===== config.mk =====
export PLATFORM = sky130hd
export DESIGN_NAME = ctrl_time_sched
export DESIGN_NICKNAME = d
export VERILOG_FILES = /design/src/rtl/ctrl_time_sched_pkg.sv /design/src/rtl/ctrl_time_sched_muxer_n_math.sv /design/src/rtl/ctrl_time_sched.sv
export SDC_FILE = /design/constraint.sdc
export NUM_CORES = 1
export LEC_CHECK = 0
export BUFFER_PORTS_ARGS = -buffer_cell sky130_fd_sc_hd__buf_2
export CAP_MARGIN = 0
export CORE_MARGIN = 2
export CORE_UTILIZATION = 50
export DETAILED_ROUTE_END_ITERATION = 8
export HOLD_SLACK_MARGIN = 0.05
export PLACE_DENSITY = 0.85
export SLEW_MARGIN = 20
export SYNTH_ARGS = -nofsm -noshare
export SYNTH_HDL_FRONTEND = slang
export SYNTH_HIERARCHICAL = 1
export SYNTH_SLANG_ARGS = --single-unit
export TNS_END_PERCENT = 10

===== constraint.sdc =====
create_clock -name clk -period 9.6 [get_ports clk]
set_input_delay 1.44 -clock clk [delete_from_list [all_inputs] [get_ports clk]]
set_output_delay 1.44 -clock clk [all_outputs]
set_load 0.01 [all_outputs]

===== src/rtl/ctrl_time_sched_pkg.sv =====
// ---------------------------------------------------------------------------
// ctrl_time_pkg: shared state encoding, clog2 helper and defaults. Rev 1.0
// ---------------------------------------------------------------------------
`default_nettype none

package ctrl_time_pkg;

  typedef enum logic [1:0] {
    IDLE = 2'd0,
    RUN  = 2'd1,
    DONE = 2'd2
  } state_t;

  localparam int DEF_N_EVT = 12;
  localparam int DEF_CW    = 12;
  localparam int DEF_VW    = 1;

  // Never returns 0 so that single-entry tables still get a 1-bit index.
  function automatic int clog2(input int v);
    int r;
    r = 0;
    for (int i = 0; i < 31; i++) begin
      if ((1 << r) < v) r = r + 1;
    end
    return (r < 1) ? 1 : r;
  endfunction

endpackage

`default_nettype wire


===== src/rtl/ctrl_time_sched_muxer_n_math.sv =====
// ---------------------------------------------------------------------------
// muxer_n_math: N x VW registered select with load and clear-to-INIT. Rev 1.0
// ---------------------------------------------------------------------------
`default_nettype none

module muxer_n_math
  import ctrl_time_pkg::*;
#(
  parameter int             N    = DEF_N_EVT,
  parameter int             VW   = DEF_VW,
  parameter logic [VW-1:0]  INIT = '0
) (
  input  logic                  clk,
  input  logic                  rst_n,
  input  logic                  clr,
  input  logic                  load,
  input  logic [clog2(N)-1:0]   sel,
  input  logic [N*VW-1:0]       data_flat,
  output logic [VW-1:0]         q
);

  always_ff @(posedge clk) begin
    if (!rst_n) begin
      q <= INIT;
    end else if (clr) begin
      q <= INIT;
    end else if (load) begin
      q <= data_flat[sel*VW +: VW];
    end
  end

endmodule

`default_nettype wire


===== src/rtl/ctrl_time_sched.sv =====
// ---------------------------------------------------------------------------
// ctrl_time_sched: event-time sequencer; CTRL_TIME_WRAP_EN makes it periodic.
// Rev 1.0
// ---------------------------------------------------------------------------
`default_nettype none

module ctrl_time_sched
  import ctrl_time_pkg::*;
#(
  parameter int             N_EVT = DEF_N_EVT,
  parameter int             CW    = DEF_CW,
  parameter int             VW    = DEF_VW,
  parameter logic [VW-1:0]  INIT  = '0
) (
  input  logic                        clk,
  input  logic                        sta_n,
  input  logic                        start,
  input  logic                        en,
  input  logic [CW-1:0]               counter,
  input  logic [clog2(N_EVT+1)-1:0]   n_evt,
  input  logic [N_EVT*CW-1:0]         time_flat,
  input  logic [N_EVT*VW-1:0]         value_flat,
  output logic [VW-1:0]               y,
  output logic                        evt_pulse,
  output logic [clog2(N_EVT)-1:0]     evt_idx,
  output logic                        done,
  output logic                        err_order
);

  localparam int IW = clog2(N_EVT);
  localparam int NW = clog2(N_EVT + 1);

  state_t          state;
  logic [NW-1:0]   n_lat;
  logic [CW-1:0]   prev_time;

  logic [IW-1:0]   sel;
  logic [CW-1:0]   cur_time;
  logic [NW-1:0]   n_clamp;
  logic            match;
  logic            last;
  logic            order_bad;
  logic            load;

  // After the final entry evt_idx may point one past the table; keep the
  // select in range since nothing is compared outside RUN anyway.
  assign sel       = (int'(evt_idx) < N_EVT) ? evt_idx : '0;
  assign cur_time  = time_flat[sel*CW +: CW];
  assign n_clamp   = (n_evt > NW'(N_EVT)) ? NW'(N_EVT) : n_evt;
  assign match     = (state == RUN) && (counter == (cur_time - CW'(1)));
  assign last      = (NW'(evt_idx) == (n_lat - NW'(1)));
  assign order_bad = (evt_idx != '0) && (cur_time <= prev_time);
  assign load      = en && !start && match;

  muxer_n_math #(
    .N    (N_EVT),
    .VW   (VW),
    .INIT (INIT)
  ) u_mux (
    .clk       (clk),
    .rst_n     (sta_n),
    .clr       (start),
    .load      (load),
    .sel       (sel),
    .data_flat (value_flat),
    .q         (y)
  );

  always_ff @(posedge clk) begin
    if (!sta_n) begin
      state     <= IDLE;
      evt_idx   <= '0;
      evt_pulse <= 1'b0;
      done      <= 1'b0;
      err_order <= 1'b0;
      n_lat     <= '0;
      prev_time <= '0;
    end else if (start) begin
      evt_idx   <= '0;
      evt_pulse <= 1'b0;
      done      <= 1'b0;
      err_order <= 1'b0;
      n_lat     <= n_clamp;
      state     <= (n_clamp == '0) ? DONE : RUN;
    end else if (en) begin
      evt_pulse <= 1'b0;
      if (match) begin
        evt_pulse <= 1'b1;
        prev_time <= cur_time;
        if (order_bad) err_order <= 1'b1;
        if (last) begin
`ifdef CTRL_TIME_WRAP_EN
          evt_idx <= '0;
`else
          evt_idx <= evt_idx + 1'b1;
          state   <= DONE;
          done    <= 1'b1;
`endif
        end else begin
          evt_idx <= evt_idx + 1'b1;
        end
      end
    end
  end

endmodule

`default_nettype wire


# After elaboration in Yosys (flattened, before gate mapping)
# Cells that the tools add are included.
# word_totals
regBits,26
input_bits,176
out_inout_bits,8
word_cells,46
# op_classes
addsub,3
mul,1
order_cmp,3
eq_ne,3
shift,2
muxes,8
n_bitwise,2
reduce_logical,16
# ops
operator,n
indexed part select 144 x 9 -> 12 bit,1
== test 12 bit,1
<= comparator 12 bit,1
AND reduction 3 bit,4
indexed part select 12 x 5 -> 1 bit,1
subtractor 12 x 1 -> 12 bit (second input constant),1
2-to-1 mux 2 bit,5
2-to-1 mux 4 bit,2
multiplier 4 x 2 -> 6 bit (second input constant),1
nonzero test 2 bit,3
adder 4 x 1 -> 4 bit (second input constant),1
== test 4 bit,1
> comparator 4 bit (second input constant),1
logical AND 1 bit,4
zero test 4 bit,1
less-than comparator 4 bit (second input constant),1
nonzero test 4 bit,1
subtractor 4 x 1 -> 4 bit (second input constant),1
== test 2 x 1 -> 1 bit (second input constant),1
inverter 1 bit,2
AND reduction 2 bit,1
OR reduction 2 bit,1
zero test 1 bit,1
2-to-1 mux 1 bit,1

# Depth between registers and ports, before layout
# depth
ltp_word,10
ltp_mapped,20

# Modules after synthesis
# Netlist, hierarchy kept.
# by_module_without_submodules
mod,instances,cells_per_inst,area_each_um2,seq_area_each_um2
ctrl_time_sched,1,465,3708.6,500.5
muxer_n_math,1,19,168.9,20.0

# Worst setup path after synthesis
# OpenSTA, ideal clock, no wires.
# synth_timing
kind,input -> register
startpoint,input time_flat[13]
endpoint,register evt_idx[3]
setup_ns,0.070
arrival_ns,4.505
t_required_ns,9.530
path_slack_ns,5.025
cell_stages,14
n_path_buf,1
cell_sequence,a21o_1 -> mux4_2 -> nand2_1 -> and3_1 -> clkbuf_1 -> ha_1 -> a21boi_0 -> nand3_1 -> a2111oi_4 -> mux2i_1 -> a211oi_2 -> o211ai_4 -> or4_1 -> a21oi_1
# synth_between
elab_chain_len,5
# synth_lines
item,line_no,source
start: declaration,ctrl_time_sched.sv:21,"input logic [N_EVT*CW-1:0] time_flat,"
indexed part select 144 x 9 -> 12 bit,ctrl_time_sched.sv:48,assign cur_time = time_flat[sel*CW +: CW];
subtractor 12 x 1 -> 12 bit,ctrl_time_sched.sv:50,assign match = (state == RUN) && (counter == (cur_time - CW'(1)));
== test 12 bit,ctrl_time_sched.sv:50,
logical AND 1 bit,ctrl_time_sched.sv:50,
AND reduction 2 bit (no source line),-,
end signal: assignment,ctrl_time_sched.sv:95,evt_idx <= evt_idx + 1'b1;
end signal: assignment,ctrl_time_sched.sv:100,evt_idx <= evt_idx + 1'b1;
end: declaration,ctrl_time_sched.sv:25,"output logic [clog2(N_EVT)-1:0] evt_idx,"
# Every way passes these cells.
# A chain may end at the register's enable or synchronous reset.

# Worst setup path after layout
# layout_timing
startpoint,input time_flat[96]
endpoint,register prev_time[8]
# layout_between
elab_chain_len,5
# layout_lines
item,line_no,source
indexed part select 144 x 9 -> 12 bit *,ctrl_time_sched.sv:48,
subtractor 12 x 1 -> 12 bit,ctrl_time_sched.sv:50,
== test 12 bit,ctrl_time_sched.sv:50,
logical AND 1 bit,ctrl_time_sched.sv:50,
AND reduction 3 bit (no source line),-,
end signal: assignment,ctrl_time_sched.sv:89,prev_time <= cur_time;
end: declaration,ctrl_time_sched.sv:35,logic [CW-1:0] prev_time;
# Every way passes the cells marked *; elsewhere a longest branch is shown, timed or not.

==> summary.md <==
| Metric | Value |
|---|---|
| Status | `finished, final reports clean` |
| Largest net degree at the start of global routing | `77` |
| Synth Register Bits | `26` |
| Req. time, crit path | `9.79 ns` |
| Via density | `6.25` |
| Ant diodes | `0` |
| Finished Layout Cells | `739` |
| Clock latency on the worst-skew pair | `0.28 ns` |
| Skew final | `0.00946 ns` |
| Hold Buf Count CTS | `0` |
| CTS Sinks | `26` |
| Post CTS Setup Buffer Count | `0` |
| First-pass GRT wire length | `21400 um` |
| Final #Nets | `829` |
| Slowest stage delay, CP | `0.57 ns` |
| Die Area | `8480 um2` |
| Slew Limit Fails | `0` |
| Post-synth cell types | `74` |
| Router iterations before antenna repair | `5` |
| Post-Syn Area | `3880 um2` |
| Total detailed-routing wirelength | `13700 um` |
| Area delta synth->final | `23.3%` |
| DP Cell Count | `735` |
| Element type at the critical path end | `flop` |
| Yosys top cell by area | `dfxtp_1` |
| CP Launch Type | `input pin` |
| Crit path time final | `4.94 ns` |
| Row Count | `32` |
| DRC viols | `0` |
| Sequential-to-total area share from yosys stat | `13.4%` |
| Die X | `92.1 um` |
| Pleak | `1.95 nW` |
| CP Data Arrival Time | `5.13 ns` |
| Post-synth EDFFs | `0` |
| Vias in the first global route | `4366` |
| Slowest cell on the critical path | `o211a_1` |
| Synth top area share | `13.4%` |
| CTS buffer count | `3` |
| Routed len/inst | `18.6 um` |
| Top cells by area, synth | `dfxtp_1 (13%), mux4_2 (8.7%), mux2i_1 (7.5%)` |
| Worst path bufs/invs | `2` |
| Rel. slew slack | `25.9%` |
| Fraction of layout cells with a size suffix above 1 | `35.8%` |
| Die height | `92.1 um` |
| Max-capacitance violation count | `0` |
| Final setup vio count | `0` |
| Hold crit path type | `reg -> reg` |
| CTS tree | `yes` |
| Dpl hpwl | `10900 um` |
| Core area | `7610 um2` |
| Total power | `311 uW` |
| H-tree Lvls | `1` |
| CP most frequent cell | `nand3_1` |
| Crit-path max FO | `16` |
| Crit Path Class | `in -> reg` |
| Top-count cell post-synth | `a21oi_1` |
| Least-Margin Pin Slew | `1.11 ns` |
| Initial antenna violation count | `0` |
| Final hold violations | `0` |
| Prevailing post-synth register cell | `dfxtp_1` |
| PortBufs | `183` |
| Max clock buf depth | `2` |
| Fraction of registers with async set/reset | `0%` |
| Post-cts sizing count | `0` |
| RSZ-0062 raised after global routing | `no` |
| Post-route clock period utilization | `51.4%` |
| Via count | `4620` |
| Mean Syn Cell Area | `8.01 um2` |
| Fmax | `0.202 GHz` |
| Mapped Cells | `484` |
| Power per Cell Area | `65.1 nW/um2` |
| All-Layer GR Usage | `31.1%` |
| Worst-path clk slew | `0.09 ns` |
| Post-Syn Nets | `675` |
| Synth warnings | `6` |
| 1st-iter DRT viols | `416` |
| Setup_tns | `0 ns` |
| CP top delay family | `compound AO/OA/AOI/OAI gates` |
| CTS root buf | `clkbuf_8` |
| Starting density of the core | `51.0%` |
| # IOs | `184` |
| Peak VDD IR | `0.0682 mV` |
| Post-DRT Antenna Nets | `0` |
| Routability congestion estimate | `0.999` |
| Total gr overflow | `0` |
| Post-synth top cells | `a21oi_1 (41), nand2_1 (30), mux2i_1 (29), dfxtp_1 (26)` |
| Worst path cell trace | `buf_2, nor2b_1, a311oi_1, a211o_1, nand3_1, inv_1, ha_1, a21boi_0, nand3_1, a2111oi_4, mux2i_1, a211oi_2, o211a_1, a31oi_1, nor3_1` |
==> per-stage QoR <==
stage          worst slack [ns]  cell area [um2]  hold slack, ns  utilization (%)
2_1_floorplan              5.02             3880           0.450                -
3_3_place_gp               4.56             4700           0.433             61.8
3_5_place_dp               4.46             4700           0.436             61.8
4_1_cts                    4.75             4770           0.450             62.8
5_1_grt                    4.41             4780           0.487             62.8
6_report                   4.66             4780           0.448             62.8
==> sequential cells by signal, indices dropped and copies added (netlist names) <==
signal / count
done: 1
state: 2
prev_time: 12
evt_idx: 4
err_order: 1
evt_pulse: 1
u_mux/q: 1
n_lat: 4
==> path summary, 6_finish.rpt <==
kind | start | endpoint | slack [ns] | cells after the start
max | time_flat[96] | prev_time[8] | 4.66 | 15
min reg2reg | err_order | err_order | 0.45 | 2
max reg2reg | evt_idx[2] | prev_time[8] | 4.89 | 14
min | err_order | err_order | 0.45 | 2
==> layout by cell type, fill, tap and decap left out, types with 16 or more instances in the layout <==
cell type / netlist / final
a21oi_1: 41 / 41
buf_2: 9 / 183
dfxtp_1: 26 / 24
inv_1: 25 / 25
mux2i_1: 29 / 29
nand2_1: 30 / 30
nor2_1: 25 / 25
nor3_1: 16 / 16
o21ai_0: 20 / 20
==> report_power, final <==
part	internal, mW	switching (mW)
registers	0.109	0.00113
clock network	0.0559	0.0374
logic	0.0530	0.0547
==> per-layer routing <==
layer,vias up,global-route usage [%],share of wire [%]
met5,-,0,0
met4,0,8.33,2.5
met3,33,5.75,9.2
met2,273,52.9,47
met1,2153,40.4,41
li1,2161,-,-
==> worst reg2reg max path: stages, from the launching register on <==
cell and delay (ns):
dfxtp_1 0.32, buf_4 0.37, nand2b_1 0.40, clkinv_1 0.51, nand2_1 0.15, and3_1 0.29
ha_1 0.32, a21boi_0 0.30, nand3_1 0.23, a2111oi_4 0.31, mux2i_1 0.13, a211oi_2 0.37
o211a_1 0.57, a31oi_1 0.17, nor3_1 0.20
==> cells by family (layout without fill, tap and decap cells) <==
kind of cell / after synthesis / after routing / synth area share, %
buf+inv: 68 / 221 / 9.33
compound gates: 155 / 155 / 29.4
xor+xnor: 16 / 16 / 3.61
fa+ha+maj: 16 / 16 / 5.10
simple gates: 154 / 154 / 21.5
mux: 49 / 49 / 17.7
flops: 26 / 26 / 13.4
==> final cells by class <==
type                    count  area (um2)
clock buffers               3        41.3
repair buffers            186         938
flip-flops and latches     26         526
inverters                  31         116
multi-input cells         390        3000
clock inverters             1        30.0
well taps                 102         128
fillers                   695        2830
Power figures use the tool's default switching activity.
